File: src/rtl/wb_walk_master.sv
// Wishbone pipelined walk master: one start write, then paced status reads
// until a read returns zero (done) or a poll/ack limit is hit (abort).
// Ports:
//   i_clk, i_reset        clock, async active-high reset
//   i_trigger, i_wdata    start request and the value for the start write
//   o_busy, o_done, o_err walk in progress, completion pulse, sticky abort flag
//   o_status              data captured on the most recent read ack
//   o_cyc/o_stb/o_we/o_addr/o_data, i_stall/i_ack/i_data  Wishbone initiator
// POLL_DELAY, ACK_TIMEOUT and MAX_POLLS are expected to be at least 1.
module wb_walk_master #(
    parameter int unsigned POLL_DELAY  = 4,
    parameter int unsigned ACK_TIMEOUT = 15,
    parameter int unsigned MAX_POLLS   = 16
) (
    input  logic        i_clk,
    input  logic        i_reset,
    input  logic        i_trigger,
    input  logic [31:0] i_wdata,
    output logic        o_busy,
    output logic        o_done,
    output logic        o_err,
    output logic [31:0] o_status,
    output logic        o_cyc,
    output logic        o_stb,
    output logic        o_we,
    output logic        o_addr,
    output logic [31:0] o_data,
    input  logic        i_stall,
    input  logic        i_ack,
    input  logic [31:0] i_data
);

    localparam int unsigned TW = $clog2(ACK_TIMEOUT + 1);
    localparam int unsigned PW = $clog2(MAX_POLLS + 1);
    localparam int unsigned DW = $clog2(POLL_DELAY + 1);

    localparam logic [2:0] S_IDLE  = 3'd0;
    localparam logic [2:0] S_WREQ  = 3'd1;
    localparam logic [2:0] S_WACK  = 3'd2;
    localparam logic [2:0] S_PAUSE = 3'd3;
    localparam logic [2:0] S_RREQ  = 3'd4;
    localparam logic [2:0] S_RACK  = 3'd5;

    logic [2:0]    state, state_n;
    logic [TW-1:0] tcnt, tcnt_n, tcnt_inc;
    logic [PW-1:0] pcnt, pcnt_n;
    logic [DW-1:0] dcnt, dcnt_n;
    logic          busy_n, done_n, err_n, cyc_n, stb_n, we_n;
    logic [31:0]   status_n, data_n;
    logic          tmo;
    logic          abort;

    // The bus only ever targets a single register.
    assign o_addr = 1'b0;

    // Saturating timeout increment; tmo marks the last cycle allowed without an ack.
    assign tcnt_inc = (tcnt == TW'(ACK_TIMEOUT)) ? tcnt : tcnt + TW'(1);
    assign tmo      = (tcnt == TW'(ACK_TIMEOUT - 1));

    // Next-state and next-output logic; every register holds unless changed here.
    always_comb begin
        state_n  = state;
        tcnt_n   = tcnt;
        pcnt_n   = pcnt;
        dcnt_n   = dcnt;
        busy_n   = o_busy;
        done_n   = 1'b0;
        err_n    = o_err;
        status_n = o_status;
        cyc_n    = o_cyc;
        stb_n    = o_stb;
        we_n     = o_we;
        data_n   = o_data;
        abort    = 1'b0;

        case (state)
            S_IDLE: begin
                cyc_n = 1'b0;
                stb_n = 1'b0;
                we_n  = 1'b0;
                if (i_trigger) begin
                    state_n = S_WREQ;
                    data_n  = i_wdata;
                    busy_n  = 1'b1;
                    err_n   = 1'b0;
                    pcnt_n  = '0;
                    tcnt_n  = '0;
                    cyc_n   = 1'b1;
                    stb_n   = 1'b1;
                    we_n    = 1'b1;
                end
            end
            S_WREQ, S_RREQ: begin
                tcnt_n = tcnt_inc;
                if (!i_stall) begin
                    state_n = (state == S_WREQ) ? S_WACK : S_RACK;
                    stb_n   = 1'b0;
                end
                if (tmo) abort = 1'b1;
            end
            S_WACK: begin
                if (i_ack) begin
                    state_n = S_PAUSE;
                    cyc_n   = 1'b0;
                    we_n    = 1'b0;
                    dcnt_n  = '0;
                end else begin
                    tcnt_n = tcnt_inc;
                    if (tmo) abort = 1'b1;
                end
            end
            S_PAUSE: begin
                if (dcnt == DW'(POLL_DELAY - 1)) begin
                    state_n = S_RREQ;
                    cyc_n   = 1'b1;
                    stb_n   = 1'b1;
                    we_n    = 1'b0;
                    tcnt_n  = '0;
                    pcnt_n  = (pcnt == PW'(MAX_POLLS)) ? pcnt : pcnt + PW'(1);
                end else begin
                    dcnt_n = dcnt + DW'(1);
                end
            end
            S_RACK: begin
                if (i_ack) begin
                    status_n = i_data;
                    cyc_n    = 1'b0;
                    if (i_data == 32'd0) begin
                        state_n = S_IDLE;
                        done_n  = 1'b1;
                        busy_n  = 1'b0;
                    end else if (pcnt == PW'(MAX_POLLS)) begin
                        abort = 1'b1;
                    end else begin
                        state_n = S_PAUSE;
                        dcnt_n  = '0;
                    end
                end else begin
                    tcnt_n = tcnt_inc;
                    if (tmo) abort = 1'b1;
                end
            end
            default: begin
                state_n = S_IDLE;
                cyc_n   = 1'b0;
                stb_n   = 1'b0;
                we_n    = 1'b0;
            end
        endcase

        // Abort wins over any transition chosen above.
        if (abort) begin
            state_n = S_IDLE;
            cyc_n   = 1'b0;
            stb_n   = 1'b0;
            we_n    = 1'b0;
            err_n   = 1'b1;
            busy_n  = 1'b0;
            done_n  = 1'b0;
        end
    end

    // State and output registers.
    always_ff @(posedge i_clk or posedge i_reset) begin
        if (i_reset) begin
            state    <= S_IDLE;
            tcnt     <= '0;
            pcnt     <= '0;
            dcnt     <= '0;
            o_busy   <= 1'b0;
            o_done   <= 1'b0;
            o_err    <= 1'b0;
            o_status <= '0;
            o_cyc    <= 1'b0;
            o_stb    <= 1'b0;
            o_we     <= 1'b0;
            o_data   <= '0;
        end else begin
            state    <= state_n;
            tcnt     <= tcnt_n;
            pcnt     <= pcnt_n;
            dcnt     <= dcnt_n;
            o_busy   <= busy_n;
            o_done   <= done_n;
            o_err    <= err_n;
            o_status <= status_n;
            o_cyc    <= cyc_n;
            o_stb    <= stb_n;
            o_we     <= we_n;
            o_data   <= data_n;
        end
    end

endmodule
File: config.mk
export PLATFORM = sky130hd
export DESIGN_NAME = wb_walk_master
export DESIGN_NICKNAME = d
export VERILOG_FILES = /design/src/rtl/wb_walk_master.sv
export SDC_FILE = /design/constraint.sdc
export NUM_CORES = 1
export LEC_CHECK = 0
export ABC_AREA = 1
export BUFFER_PORTS_ARGS = -buffer_cell sky130_fd_sc_hd__buf_2
export CORE_MARGIN = 2
export CORE_UTILIZATION = 53
export CTS_BUF_LIST = sky130_fd_sc_hd__clkbuf_8 sky130_fd_sc_hd__clkbuf_16
export CTS_CLUSTER_SIZE = 8
export DETAILED_ROUTE_END_ITERATION = 8
export GPL_TIMING_DRIVEN = 0
export PLACE_DENSITY_LB_ADDON = 0.05
export SYNTH_ARGS = -nofsm -noshare
export SYNTH_HDL_FRONTEND = slang
export SYNTH_SLANG_ARGS = --single-unit
export TNS_END_PERCENT = 20
File: constraint.sdc
create_clock -name i_clk -period 6.81 [get_ports i_clk]
set_clock_uncertainty 0.2 [all_clocks]
set_input_delay 1.362 -clock i_clk [delete_from_list [all_inputs] [get_ports i_clk]]
set_output_delay 1.362 -clock i_clk [all_outputs]
set_load 0.02 [all_outputs]
==> metrics.csv <==
stage;metric;value;unit
setup_path;Crit Path Category;in -> reg;
grt;antenna violations before repair;0;
timing;Final WS setup;4.15;ns
setup_path;startpoint type of the worst setup path;primary input;
worst_hold_path;Hold Crit Depth;2;
placement;gp weighted congestion;0.818;
grt;vias in the first global route;2957;
cells_and_area;Area Growth Syn to Fin;27.4;%
drt;wire length per cell after detailed routing;12.4;um
pwr;Flop pwr share;0.379;
clock_tree;Clock Sink Count;85;
setup_path;worst reg-to-reg path cell count;10;
drt;drt drc;0;
clock_tree;worst-case clock buffer depth;2;
synthesis;Avg Inst Size Synth;9.47;um2
floorplan;Die Width;88.6;um
timing;Final Hold Viols;0;
setup_path;r2r endpoint;o_stb;
setup_path;CP Max Fanout;4;
clock_tree;Worst-Skew Late Latency;0.35;ns
timing;Final Cycle Share;0.390;
setup_path;data required time of the worst path;6.84;ns
synthesis;Syn Inst Count;401;
pwr;combinational power share;0.459;
clock_tree;root buf cell;clkbuf_8;
placement;area post-placement;0.00464;mm2
floorplan;full die area;0.00786;mm2
worst_hold_path;worst hold start;o_data[13];
timing;Final min period;2.66;ns
synthesis;sequential share of the synthesized area;0.560;
drt;routed vias;3139;
clock_tree;CTS tree;yes;
cells_and_area;most common cell after layout, fill and taps aside;buf_2;
grt;first-pass GRT wire length;12.8;mm
setup_path;crit path DAT;2.69;ns
timing;fmax;377;MHz
synthesis;Syn Nets;476;
placement;placed insts;636;
run;Max Cap Viol;0;
synthesis;Syn. warnings;0;
setup_path;Critical Path Start;i_data[9];
clock_tree;# H-tree levels;3;
floorplan;core area;0.00687;mm2
cells_and_area;FF+latch area;0.00213;mm2
pwr;leakage dissipation;2.69;nW
synthesis;post-synthesis register bit count;85;
setup_path;worst r2r src;pcnt[0];
clock_tree;Hold Buf Count CTS;0;
clock_tree;cts repair resizes;0;
cells_and_area;Cell Count, Final, Fillers Out;652;
placement;DP HPWL;6.13;mm
synthesis;top post-synthesis cells by area;dfrtp_1 (56%), nand2_1 (13%), mux2_2 (8.9%);
pwr;Total Power;2.20;mW
clock_tree;Clock transition at path regs;0.08;ns
cells_and_area;Finished Cell Area;0.00484;mm2
worst_hold_path;HP Class;reg -> reg;
pwr;NetSw;938;uW
clock_tree;Num CTS Buffers;9;
drt;TritonRoute pass-1 iters;4;
outcome;status;complete, no violations;
synthesis;largest area contributor in the netlist;dfrtp_1;
pwr;Clock power frac;0.161;
cells_and_area;FILL cells;553;
drt;drt first-iter violations;112;
cells_and_area;number of diodes;0;
placement;Setup WS pre-CTS;3.80;ns
placement;port bufs;138;
drt;post-route ant nets;0;
timing;final setup vio count;0;
setup_path;CP endpoint kind;register;
drt;mean number of vias per cell;4.81;
grt;Congestion Overflow GR;0;
cells_and_area;share of post-route cells with drive strength above 1;0.397;
synthesis;Synth top area share;0.560;
pwr;PD cells;456;mW/mm2
cells_and_area;most frequent cells in the layout;buf_2 (144), nand2_1 (135), dfrtp_1 (85), nor2_1 (39), mux2_2 (30);
pwr;Peak supply drop;241;uV
floorplan;height of the die;88.6;um
cells_and_area;area of the multi-input gates;0.00150;mm2
clock_tree;Post-CTS Setup Inserts;0;
floorplan;Top-Level Pins;140;
pwr;P_int;1.27;mW
pwr;Sw Share;0.426;
timing;RSZ-0062 raised after global routing;no;
synthesis;count of cell types in the netlist;32;
grt;All-Layer GR Usage;0.212;
drt;total wire length;8.10;mm
worst_hold_path;hold endpoint;o_data[13];
floorplan;num rows;30;
synthesis;mapped cell area;0.00380;mm2
cells_and_area;# nets final;626;
grt;largest net degree at the start of global routing;70;
timing;Setup TNS;0;ns
setup_path;Reg2Reg Setup Slack;4.79;ns
timing;Final Max Tran Viols;0;
floorplan;Starting Density;0.553;
[cell families (layout without fill, tap and decap cells)]
kind of cell | after synthesis | after routing | share of synthesized area
simple gates | 208 | 208 | 0.233
flops | 85 | 85 | 0.560
buf+inv | 40 | 195 | 0.0445
mux | 30 | 30 | 0.0890
compound gates | 26 | 26 | 0.0409
fa+ha+maj | 6 | 6 | 0.0198
xor+xnor | 5 | 5 | 0.0115
other cells | 1 | 1 | 0.000988
[power groups by stage]
stage / registers (mW) / logic [mW] / clock network [mW]
after global placement: 0.834 / 0.992 / 0
after CTS: 0.835 / 1.03 / 0.362
after global routing: 0.862 / 1.12 / 0.383
after detailed placement: 0.844 / 1.02 / 0
final: 0.836 / 1.01 / 0.355
after floorplan: 1.08 / 0.450 / 0
[worst max path at each step]
stage	endpoint	slack, ns
2_1_floorplan	dcnt[0]	3.05
5_1_grt	state[1]	4.04
6_report	state[1]	4.15
4_1_cts	state[1]	4.16
3_5_place_dp	state[2]	3.80
3_3_place_gp	tcnt[2]	2.12
[routing by layer]
metal  up-vias  global-route usage  wire (um)
li1       1577                   -          -
met1      1455               0.248       3570
met2        99               0.372       3940
met3         8              0.0438        501
met4         0               0.101         91
met5         -                   0          0
[final cells by class]
class,count,area share
flip-flops and latches,85,0.440
multi-input cells,276,0.310
repair buffers,139,0.148
clock buffers,10,0.0285
well taps,96,0.0248
inverters,29,0.0230
clock inverters,6,0.0129
plain buffers,11,0.0124
[through the flow]
stage / hold WS (ns) / util
final: 0.267 / 0.704
after global routing: 0.288 / 0.704
after CTS: 0.273 / 0.704
after detailed placement: 0.253 / 0.675
after global placement: 0.248 / 0.671
after floorplan: 0.253 / -
[sequential cells by signal (all words and copies together), names as in the netlist]
signal / count
o_cyc: 1
state: 3
o_done: 1
o_stb: 1
o_status: 32
dcnt: 3
tcnt: 4
pcnt: 5
o_data: 32
o_err: 1
o_busy: 1
o_we: 1
[critical path, cell delays in order]
cell and delay [ns]:
buf_2 0.10, nor2_1 0.09, nand2_1 0.06, nor2_1 0.14, nand2_1 0.11, o21ai_2 0.33, nand3_2 0.15, nand2_2 0.10
clkinv_1 0.10, nand3_1 0.08, nand2_1 0.06
[cell usage after synthesis (all sizes together)]
cell type,count
buf,8
mux2,30
ha,6
o211ai,1
nand2,143
nor2,42
o31ai,5
nor3,2
nor2b,1
conb,1
a21oi,2
xor2,3
o21ai,17
xnor2,2
nand3,18
a31oi,1
dfrtp,85
inv,28
nand3b,1
clkinv,1
clkbuf,3
or2,1
Note: power is estimated with default switching activity, not from simulation.
